--- src/rtl/multicycle_control_pkg.sv ---
// Shared definitions for the multi-cycle control FSM: opcodes, datapath mux
// encodings, the state enumeration and the per-state (Moore) output decode.
package mc_defs;

  localparam int OPCODE_W = 6;

  localparam logic [5:0] OP_RTYPE = 6'b000000;
  localparam logic [5:0] OP_LW    = 6'b100011;
  localparam logic [5:0] OP_SW    = 6'b101011;
  localparam logic [5:0] OP_BEQ   = 6'b000100;
  localparam logic [5:0] OP_J     = 6'b000010;
  localparam logic [5:0] OP_ADDI  = 6'b001000;
  localparam logic [5:0] OP_ANDI  = 6'b001100;
  localparam logic [5:0] OP_ORI   = 6'b001101;

  // ALU source-B select, shared with SrcBMux
  localparam logic [1:0] SRCB_REGB = 2'b00;
  localparam logic [1:0] SRCB_ONE  = 2'b01;
  localparam logic [1:0] SRCB_SEXT = 2'b10;
  localparam logic [1:0] SRCB_ZEXT = 2'b11;

  // ALU operation class, shared with the ALU control
  localparam logic [1:0] ALUOP_ADD   = 2'b00;
  localparam logic [1:0] ALUOP_SUB   = 2'b01;
  localparam logic [1:0] ALUOP_FUNCT = 2'b10;
  localparam logic [1:0] ALUOP_LOGIC = 2'b11;

  localparam logic [1:0] PCSRC_ALU    = 2'b00;
  localparam logic [1:0] PCSRC_ALUOUT = 2'b01;
  localparam logic [1:0] PCSRC_JUMP   = 2'b10;

  typedef enum logic [3:0] {
    S_RESET, S_FETCH, S_DECODE, S_EXEC_R, S_WB_R, S_EXEC_I, S_EXEC_IU,
    S_WB_I, S_MEMADR, S_MEMRD, S_MEMWB, S_MEMWR, S_BRANCH, S_JUMP
  } mc_state_t;

  typedef struct packed {
    logic       aluSrcA;
    logic [1:0] aluSrcB;
    logic [1:0] aluOp;
    logic [1:0] pcSource;
    logic       iorD;
    logic       memRead;
    logic       memWrite;
    logic       regDst;
    logic       memtoReg;
    logic       regWrite;
  } mc_moore_t;

  function automatic mc_moore_t mooreDecode(input mc_state_t s);
    mc_moore_t m;
    m = '0;
    case (s)
      S_FETCH: begin
        m.memRead = 1'b1;
        m.aluSrcB = SRCB_ONE;
      end
      S_DECODE:  m.aluSrcB = SRCB_SEXT;
      S_EXEC_R: begin
        m.aluSrcA = 1'b1;
        m.aluSrcB = SRCB_REGB;
        m.aluOp   = ALUOP_FUNCT;
      end
      S_WB_R: begin
        m.regWrite = 1'b1;
        m.regDst   = 1'b1;
      end
      S_EXEC_I, S_MEMADR: begin
        m.aluSrcA = 1'b1;
        m.aluSrcB = SRCB_SEXT;
        m.aluOp   = ALUOP_ADD;
      end
      S_EXEC_IU: begin
        m.aluSrcA = 1'b1;
        m.aluSrcB = SRCB_ZEXT;
        m.aluOp   = ALUOP_LOGIC;
      end
      S_WB_I:    m.regWrite = 1'b1;
      S_MEMRD: begin
        m.memRead = 1'b1;
        m.iorD    = 1'b1;
      end
      S_MEMWB: begin
        m.regWrite = 1'b1;
        m.memtoReg = 1'b1;
      end
      S_MEMWR: begin
        m.memWrite = 1'b1;
        m.iorD     = 1'b1;
      end
      S_BRANCH: begin
        m.aluSrcA  = 1'b1;
        m.aluSrcB  = SRCB_REGB;
        m.aluOp    = ALUOP_SUB;
        m.pcSource = PCSRC_ALUOUT;
      end
      S_JUMP:    m.pcSource = PCSRC_JUMP;
      default:   m = '0;
    endcase
    return m;
  endfunction

endpackage

--- src/rtl/multicycle_control_if.sv ---
// Control bundle between the multi-cycle FSM (master) and the datapath (slave).
// Memory handshake: MemRead/MemWrite is a request held high every cycle until
// the cycle in which mem_ready=1; that cycle completes the access.
interface multicycle_control_if
  import mc_defs::*;
#(parameter int OP_WIDTH = OPCODE_W) ();

  logic [OP_WIDTH-1:0] opcode;
  logic                zero;
  logic                mem_ready;
  logic                ALUSrcA;
  logic [1:0]          ALUSrcB;
  logic [1:0]          ALUOp;
  logic [1:0]          PCSource;
  logic                PCWrite;
  logic                IorD;
  logic                MemRead;
  logic                MemWrite;
  logic                IRWrite;
  logic                RegDst;
  logic                MemtoReg;
  logic                RegWrite;
  logic                illegal_op;
  mc_state_t           dbgState;

  modport master (
    input  opcode, zero, mem_ready,
    output ALUSrcA, ALUSrcB, ALUOp, PCSource, PCWrite, IorD, MemRead,
           MemWrite, IRWrite, RegDst, MemtoReg, RegWrite, illegal_op, dbgState
  );

  modport slave (
    output opcode, zero, mem_ready,
    input  ALUSrcA, ALUSrcB, ALUOp, PCSource, PCWrite, IorD, MemRead,
           MemWrite, IRWrite, RegDst, MemtoReg, RegWrite, illegal_op, dbgState
  );

endinterface

--- src/rtl/multicycle_control.sv ---
// Main control FSM of the multi-cycle datapath. State-only outputs are
// registered alongside the state; PCWrite, IRWrite and illegal_op are Mealy.
module multicycle_control
  import mc_defs::*;
#(parameter int OP_WIDTH = OPCODE_W) (
   input logic clk,
   input logic rst,
   multicycle_control_if.master bus
);

   mc_state_t state, nxt;
   mc_moore_t mooreQ;
   logic      illegalDec;

   always_comb begin
      nxt        = state;
      illegalDec = 1'b0;
      case (state)
         S_RESET:  nxt = S_FETCH;
         S_FETCH:  if (bus.mem_ready) nxt = S_DECODE;
         S_DECODE: begin
            case (bus.opcode)
               OP_WIDTH'(OP_RTYPE):              nxt = S_EXEC_R;
               OP_WIDTH'(OP_LW), OP_WIDTH'(OP_SW): nxt = S_MEMADR;
               OP_WIDTH'(OP_BEQ):                nxt = S_BRANCH;
               OP_WIDTH'(OP_J):                  nxt = S_JUMP;
               OP_WIDTH'(OP_ADDI):               nxt = S_EXEC_I;
               OP_WIDTH'(OP_ANDI), OP_WIDTH'(OP_ORI): nxt = S_EXEC_IU;
               default: begin
                  nxt        = S_FETCH;
                  illegalDec = 1'b1;
               end
            endcase
         end
         S_EXEC_R:  nxt = S_WB_R;
         S_EXEC_I:  nxt = S_WB_I;
         S_EXEC_IU: nxt = S_WB_I;
         // IR is not reloaded until the next FETCH, so opcode is still valid here
         S_MEMADR:  nxt = (bus.opcode == OP_WIDTH'(OP_LW)) ? S_MEMRD : S_MEMWR;
         S_MEMRD:   if (bus.mem_ready) nxt = S_MEMWB;
         S_MEMWR:   if (bus.mem_ready) nxt = S_FETCH;
         default:   nxt = S_FETCH;
      endcase
   end

   // Moore outputs are decoded from the next state so they align with the state register
   always_ff @(posedge clk or posedge rst) begin
      if (rst) begin
         state  <= S_RESET;
         mooreQ <= '0;
      end else begin
         state  <= nxt;
         mooreQ <= mooreDecode(nxt);
      end
   end

   assign bus.ALUSrcA    = mooreQ.aluSrcA;
   assign bus.ALUSrcB    = mooreQ.aluSrcB;
   assign bus.ALUOp      = mooreQ.aluOp;
   assign bus.PCSource   = mooreQ.pcSource;
   assign bus.IorD       = mooreQ.iorD;
   assign bus.MemRead    = mooreQ.memRead;
   assign bus.MemWrite   = mooreQ.memWrite;
   assign bus.RegDst     = mooreQ.regDst;
   assign bus.MemtoReg   = mooreQ.memtoReg;
   assign bus.RegWrite   = mooreQ.regWrite;
   assign bus.IRWrite    = (state == S_FETCH) && bus.mem_ready;
   assign bus.PCWrite    = ((state == S_FETCH) && bus.mem_ready) ||
                           ((state == S_BRANCH) && bus.zero) ||
                           (state == S_JUMP);
   assign bus.illegal_op = illegalDec;
   assign bus.dbgState   = state;

endmodule

--- src/flat_wrapper.sv ---
// flat-port wrapper written by rule: the top's interface ports become plain ports
module multicycle_control_flat import mc_defs::*;
#(parameter int OP_WIDTH = OPCODE_W)
  (clk, rst, bus_opcode, bus_zero, bus_mem_ready, bus_ALUSrcA, bus_ALUSrcB, bus_ALUOp, bus_PCSource, bus_PCWrite, bus_IorD, bus_MemRead, bus_MemWrite, bus_IRWrite, bus_RegDst, bus_MemtoReg, bus_RegWrite, bus_illegal_op, bus_dbgState);
  multicycle_control_if #(.OP_WIDTH(OP_WIDTH)) bus_i ();
  input logic clk;
  input logic rst;
  input wire logic [$bits(bus_i.opcode)-1:0] bus_opcode;
  input wire logic [$bits(bus_i.zero)-1:0] bus_zero;
  input wire logic [$bits(bus_i.mem_ready)-1:0] bus_mem_ready;
  output wire logic [$bits(bus_i.ALUSrcA)-1:0] bus_ALUSrcA;
  output wire logic [$bits(bus_i.ALUSrcB)-1:0] bus_ALUSrcB;
  output wire logic [$bits(bus_i.ALUOp)-1:0] bus_ALUOp;
  output wire logic [$bits(bus_i.PCSource)-1:0] bus_PCSource;
  output wire logic [$bits(bus_i.PCWrite)-1:0] bus_PCWrite;
  output wire logic [$bits(bus_i.IorD)-1:0] bus_IorD;
  output wire logic [$bits(bus_i.MemRead)-1:0] bus_MemRead;
  output wire logic [$bits(bus_i.MemWrite)-1:0] bus_MemWrite;
  output wire logic [$bits(bus_i.IRWrite)-1:0] bus_IRWrite;
  output wire logic [$bits(bus_i.RegDst)-1:0] bus_RegDst;
  output wire logic [$bits(bus_i.MemtoReg)-1:0] bus_MemtoReg;
  output wire logic [$bits(bus_i.RegWrite)-1:0] bus_RegWrite;
  output wire logic [$bits(bus_i.illegal_op)-1:0] bus_illegal_op;
  output wire logic [$bits(bus_i.dbgState)-1:0] bus_dbgState;
  assign bus_i.opcode = bus_opcode;
  assign bus_i.zero = bus_zero;
  assign bus_i.mem_ready = bus_mem_ready;
  assign bus_ALUSrcA = bus_i.ALUSrcA;
  assign bus_ALUSrcB = bus_i.ALUSrcB;
  assign bus_ALUOp = bus_i.ALUOp;
  assign bus_PCSource = bus_i.PCSource;
  assign bus_PCWrite = bus_i.PCWrite;
  assign bus_IorD = bus_i.IorD;
  assign bus_MemRead = bus_i.MemRead;
  assign bus_MemWrite = bus_i.MemWrite;
  assign bus_IRWrite = bus_i.IRWrite;
  assign bus_RegDst = bus_i.RegDst;
  assign bus_MemtoReg = bus_i.MemtoReg;
  assign bus_RegWrite = bus_i.RegWrite;
  assign bus_illegal_op = bus_i.illegal_op;
  assign bus_dbgState = bus_i.dbgState;
  multicycle_control #(.OP_WIDTH(OP_WIDTH)) u_core (.clk(clk), .rst(rst), .bus(bus_i));
endmodule
--- config.mk ---
export PLATFORM = sky130hd
export DESIGN_NAME = multicycle_control_flat
export DESIGN_NICKNAME = d
export VERILOG_FILES = /design/src/rtl/multicycle_control_pkg.sv /design/src/rtl/multicycle_control_if.sv /design/src/rtl/multicycle_control.sv /design/src/flat_wrapper.sv
export SDC_FILE = /design/constraint.sdc
export NUM_CORES = 1
export LEC_CHECK = 0
export ABC_AREA = 1
export ABC_CLOCK_PERIOD_IN_PS = 4100
export CAP_MARGIN = 15
export CORE_ASPECT_RATIO = 1.5
export CORE_UTILIZATION = 51
export DETAILED_ROUTE_END_ITERATION = 8
export HOLD_SLACK_MARGIN = 0.12
export PLACE_DENSITY_LB_ADDON = 0.3
export SLEW_MARGIN = 20
export SYNTH_ARGS = -nofsm -noshare
export SYNTH_HDL_FRONTEND = slang
export SYNTH_SLANG_ARGS = --single-unit
--- constraint.sdc ---
create_clock -name clk -period 4.1 [get_ports clk]
set_input_delay 0.615 -clock clk [delete_from_list [all_inputs] [get_ports clk]]
set_output_delay 0.615 -clock clk [all_outputs]
set_load 0.01 [all_outputs]
==> qor.yml <==
intPower_w: 0.000461
synth_nets: 147
regToRegStartpoint: "u_core.bus.dbgState[0]$_DFF_PP0_"
synth.cell_area_um2: 1090
firstDrtPassIters: 4
area_delta_synth_final_pct: 31.7
numCtsBuffers: 3
synth_mux_area_frac: 0
antenna_found_initial: 0
ir_drop_uv: 321
final_cell_mix: "29 x clkdlybuf4s50_1, 22 x nand2_1, 18 x nor2_1"
sequentialPowerShare: 0.291
powerDensity_nw_per_um2: 593
cts_resized: 0
grt_max_degree: 18
final_common_cell: "clkdlybuf4s50_1"
worst_pin_slew_ns: 0.597
pwr-share-clk: 0.098
crit_type: "in2out"
nets: 181
clock-sinks: 17
cts_buffer_depth: 2
clk_pin_slew_ns: 0.09
outcome: "finished clean"
synth_compound_area_frac: 0.0438
yosys_warnings: 0
cp-end-kind: "primary output"
fp-row-count: 20
setup_tns_ns: 0
crit_fanout: 5
startpoint: "bus_opcode[3]"
rsz0062_at_grt: "no"
grt_usage: 0.229
setup_viol: 0
dp_hpwl_um: 1860
finalHoldWorstSlack_ns: 0.695
setup_slack_ns: 1.32
routedWlPerCell_um: 11.4
worstSkewPairLatency_ns: 0.27
routabilityCongestion: 0.828
synth_xor_area_frac: 0
fin_crit_sh: 0.678
leakage_nw: 0.710
postCtsSetupBuffers: 0
max_freq_mhz: 360
viasPerCell: 5.10
drc: 0
grt_pass1_vias: 939
rr_worst_depth: 10
drive_above_1_share: 0.288
ys_ff_latch: 17
h-tree-depth: 1
required_ns: 3.48
netSwitchingPower_w: 0.000387
fin_util: 0.706
ios: 30
place_ws_ns: 1.31
die_w_um: 39.7
ctsHoldBuffers: 0
grt_pass1_wl_um: 3740
vias: 979
final_antenna_net_count: 0
crit_arrival_ns: 2.17
drtIter0Drc: 26
numPortBuffers: 29
final_hold_viol_count: 0
p_sw_frac: 0.457
final.setup_skew_ns: 0.00332
slew_viol_final: 0
synthDistinctLibCells: 21
period_needed_ns: 2.78
hold_class: "in2async"
relSlewSlack: 0.601
synth_top_family_by_area: "simple AND/OR/NAND/NOR gates"
pwr-share-comb: 0.611
cts_tree: "done"
fillCellCount: 155
cap_violations: 0
synth_seq_area_share: 0.392
finalWirelength_um: 2180
critPathLaunchType: "input port"
synth_fa_ha_area_frac: 0
antennaDiodeCount: 0
synth_cells: 137
synthSimpleGateAreaFrac: 0.472
fp.dieArea_um2: 2320
syn_area_per_cell_um2: 7.93
cts-root-buf: "clkbuf_4"
core_area_um2: 2030
initial_core_util: 0.536
die-height_um: 58.5
overflow: 0
-- power by group through the flow --
stage | clock network, W | registers [W] | logic (W)
5_1_grt | 0.0000942 | 0.000253 | 0.000570
2_1_floorplan | 0 | 0.000266 | 0.000334
6_report | 0.0000835 | 0.000247 | 0.000518
3_3_place_gp | 0 | 0.000248 | 0.000508
3_5_place_dp | 0 | 0.000251 | 0.000519
4_1_cts | 0.0000850 | 0.000247 | 0.000521
-- per-layer routing --
| layer | global-route usage | vias to the layer above | part of all wire |
|---|---|---|---|
| met4 | 0.0837 | 0 | 0.012 |
| met1 | 0.244 | 452 | 0.37 |
| met5 | 0 | - | 0 |
| met2 | 0.429 | 30 | 0.59 |
| met3 | 0.0264 | 4 | 0.032 |
| li1 | - | 493 | - |
-- final cells by class --
cell class,instances,area [um2],area share
Sequential cell,17,425,0.297
Multi-Input combinational cell,94,561,0.392
Timing Repair Buffer,29,290,0.203
Tap cell,22,27.5,0.0192
Inverter,26,100,0.0700
Clock buffer,4,26.3,0.0184
-- through the flow --
stage                     power [W]  area [um2]  instances
final                      0.000848        1430        192
after floorplan            0.000601        1090        137
after detailed placement   0.000770        1400        188
after global routing       0.000917        1430        192
after CTS                  0.000853        1430        192
after global placement     0.000756        1400        188
-- state kept, by name (all words and copies together) (netlist names) --
register,cells
u_core.bus.ALUOp,2
u_core.bus.ALUSrcA,1
u_core.bus.ALUSrcB,2
u_core.bus.IorD,1
u_core.bus.MemRead,1
u_core.bus.MemWrite,1
u_core.bus.MemtoReg,1
u_core.bus.PCSource,2
u_core.bus.RegDst,1
u_core.bus.RegWrite,1
u_core.bus.dbgState,4
-- critical path: stages --
cell and delay, ns:
clkdlybuf4s50_1 0.49, nand2_1 0.10, inv_1 0.05, nand3_2 0.09
nand2_1 0.09, nor3_1 0.18, clkdlybuf4s50_1 0.55
-- cell families (layout without fill, tap and decap cells) --
logic type | count (synthesis) | after routing
AND/OR/NAND/NOR | 87 | 87
flip-flops | 17 | 17
AO/OA/AOI/OAI | 7 | 7
buffers and inverters | 26 | 59
-- cell usage after synthesis --
cell	n	area share
o2111ai_1	1	0.0081
nand3_1	8	0.037
nand2_4	2	0.021
dfrtp_1	17	0.39
nor2_2	8	0.046
o21ai_0	1	0.0046
o21ai_2	2	0.016
nand4_1	3	0.017
nor3_1	2	0.0092
nand3_2	8	0.074
o21ai_1	2	0.0092
inv_2	9	0.031
inv_1	15	0.052
nand3_4	1	0.016
nor2_4	6	0.062
inv_4	1	0.0058
clkinv_1	1	0.0035
o22ai_1	1	0.0058
nor2_1	18	0.062
nand2_2	9	0.052
nand2_1	22	0.076
-- final timing paths --
check                                                      to  slack [ns]
worst max-delay path                           bus_illegal_op        1.32
worst min-delay path            u_core.bus.RegWrite$_DFF_PP0_        0.70
worst max register to register   u_core.bus.ALUSrcA$_DFF_PP0_        2.44
worst min register to register    u_core.bus.RegDst$_DFF_PP0_        0.70
max in group asynchronous       u_core.bus.MemWrite$_DFF_PP0_        3.01
min in group clk                  u_core.bus.RegDst$_DFF_PP0_        0.70
Power figures use the tool's default switching activity.
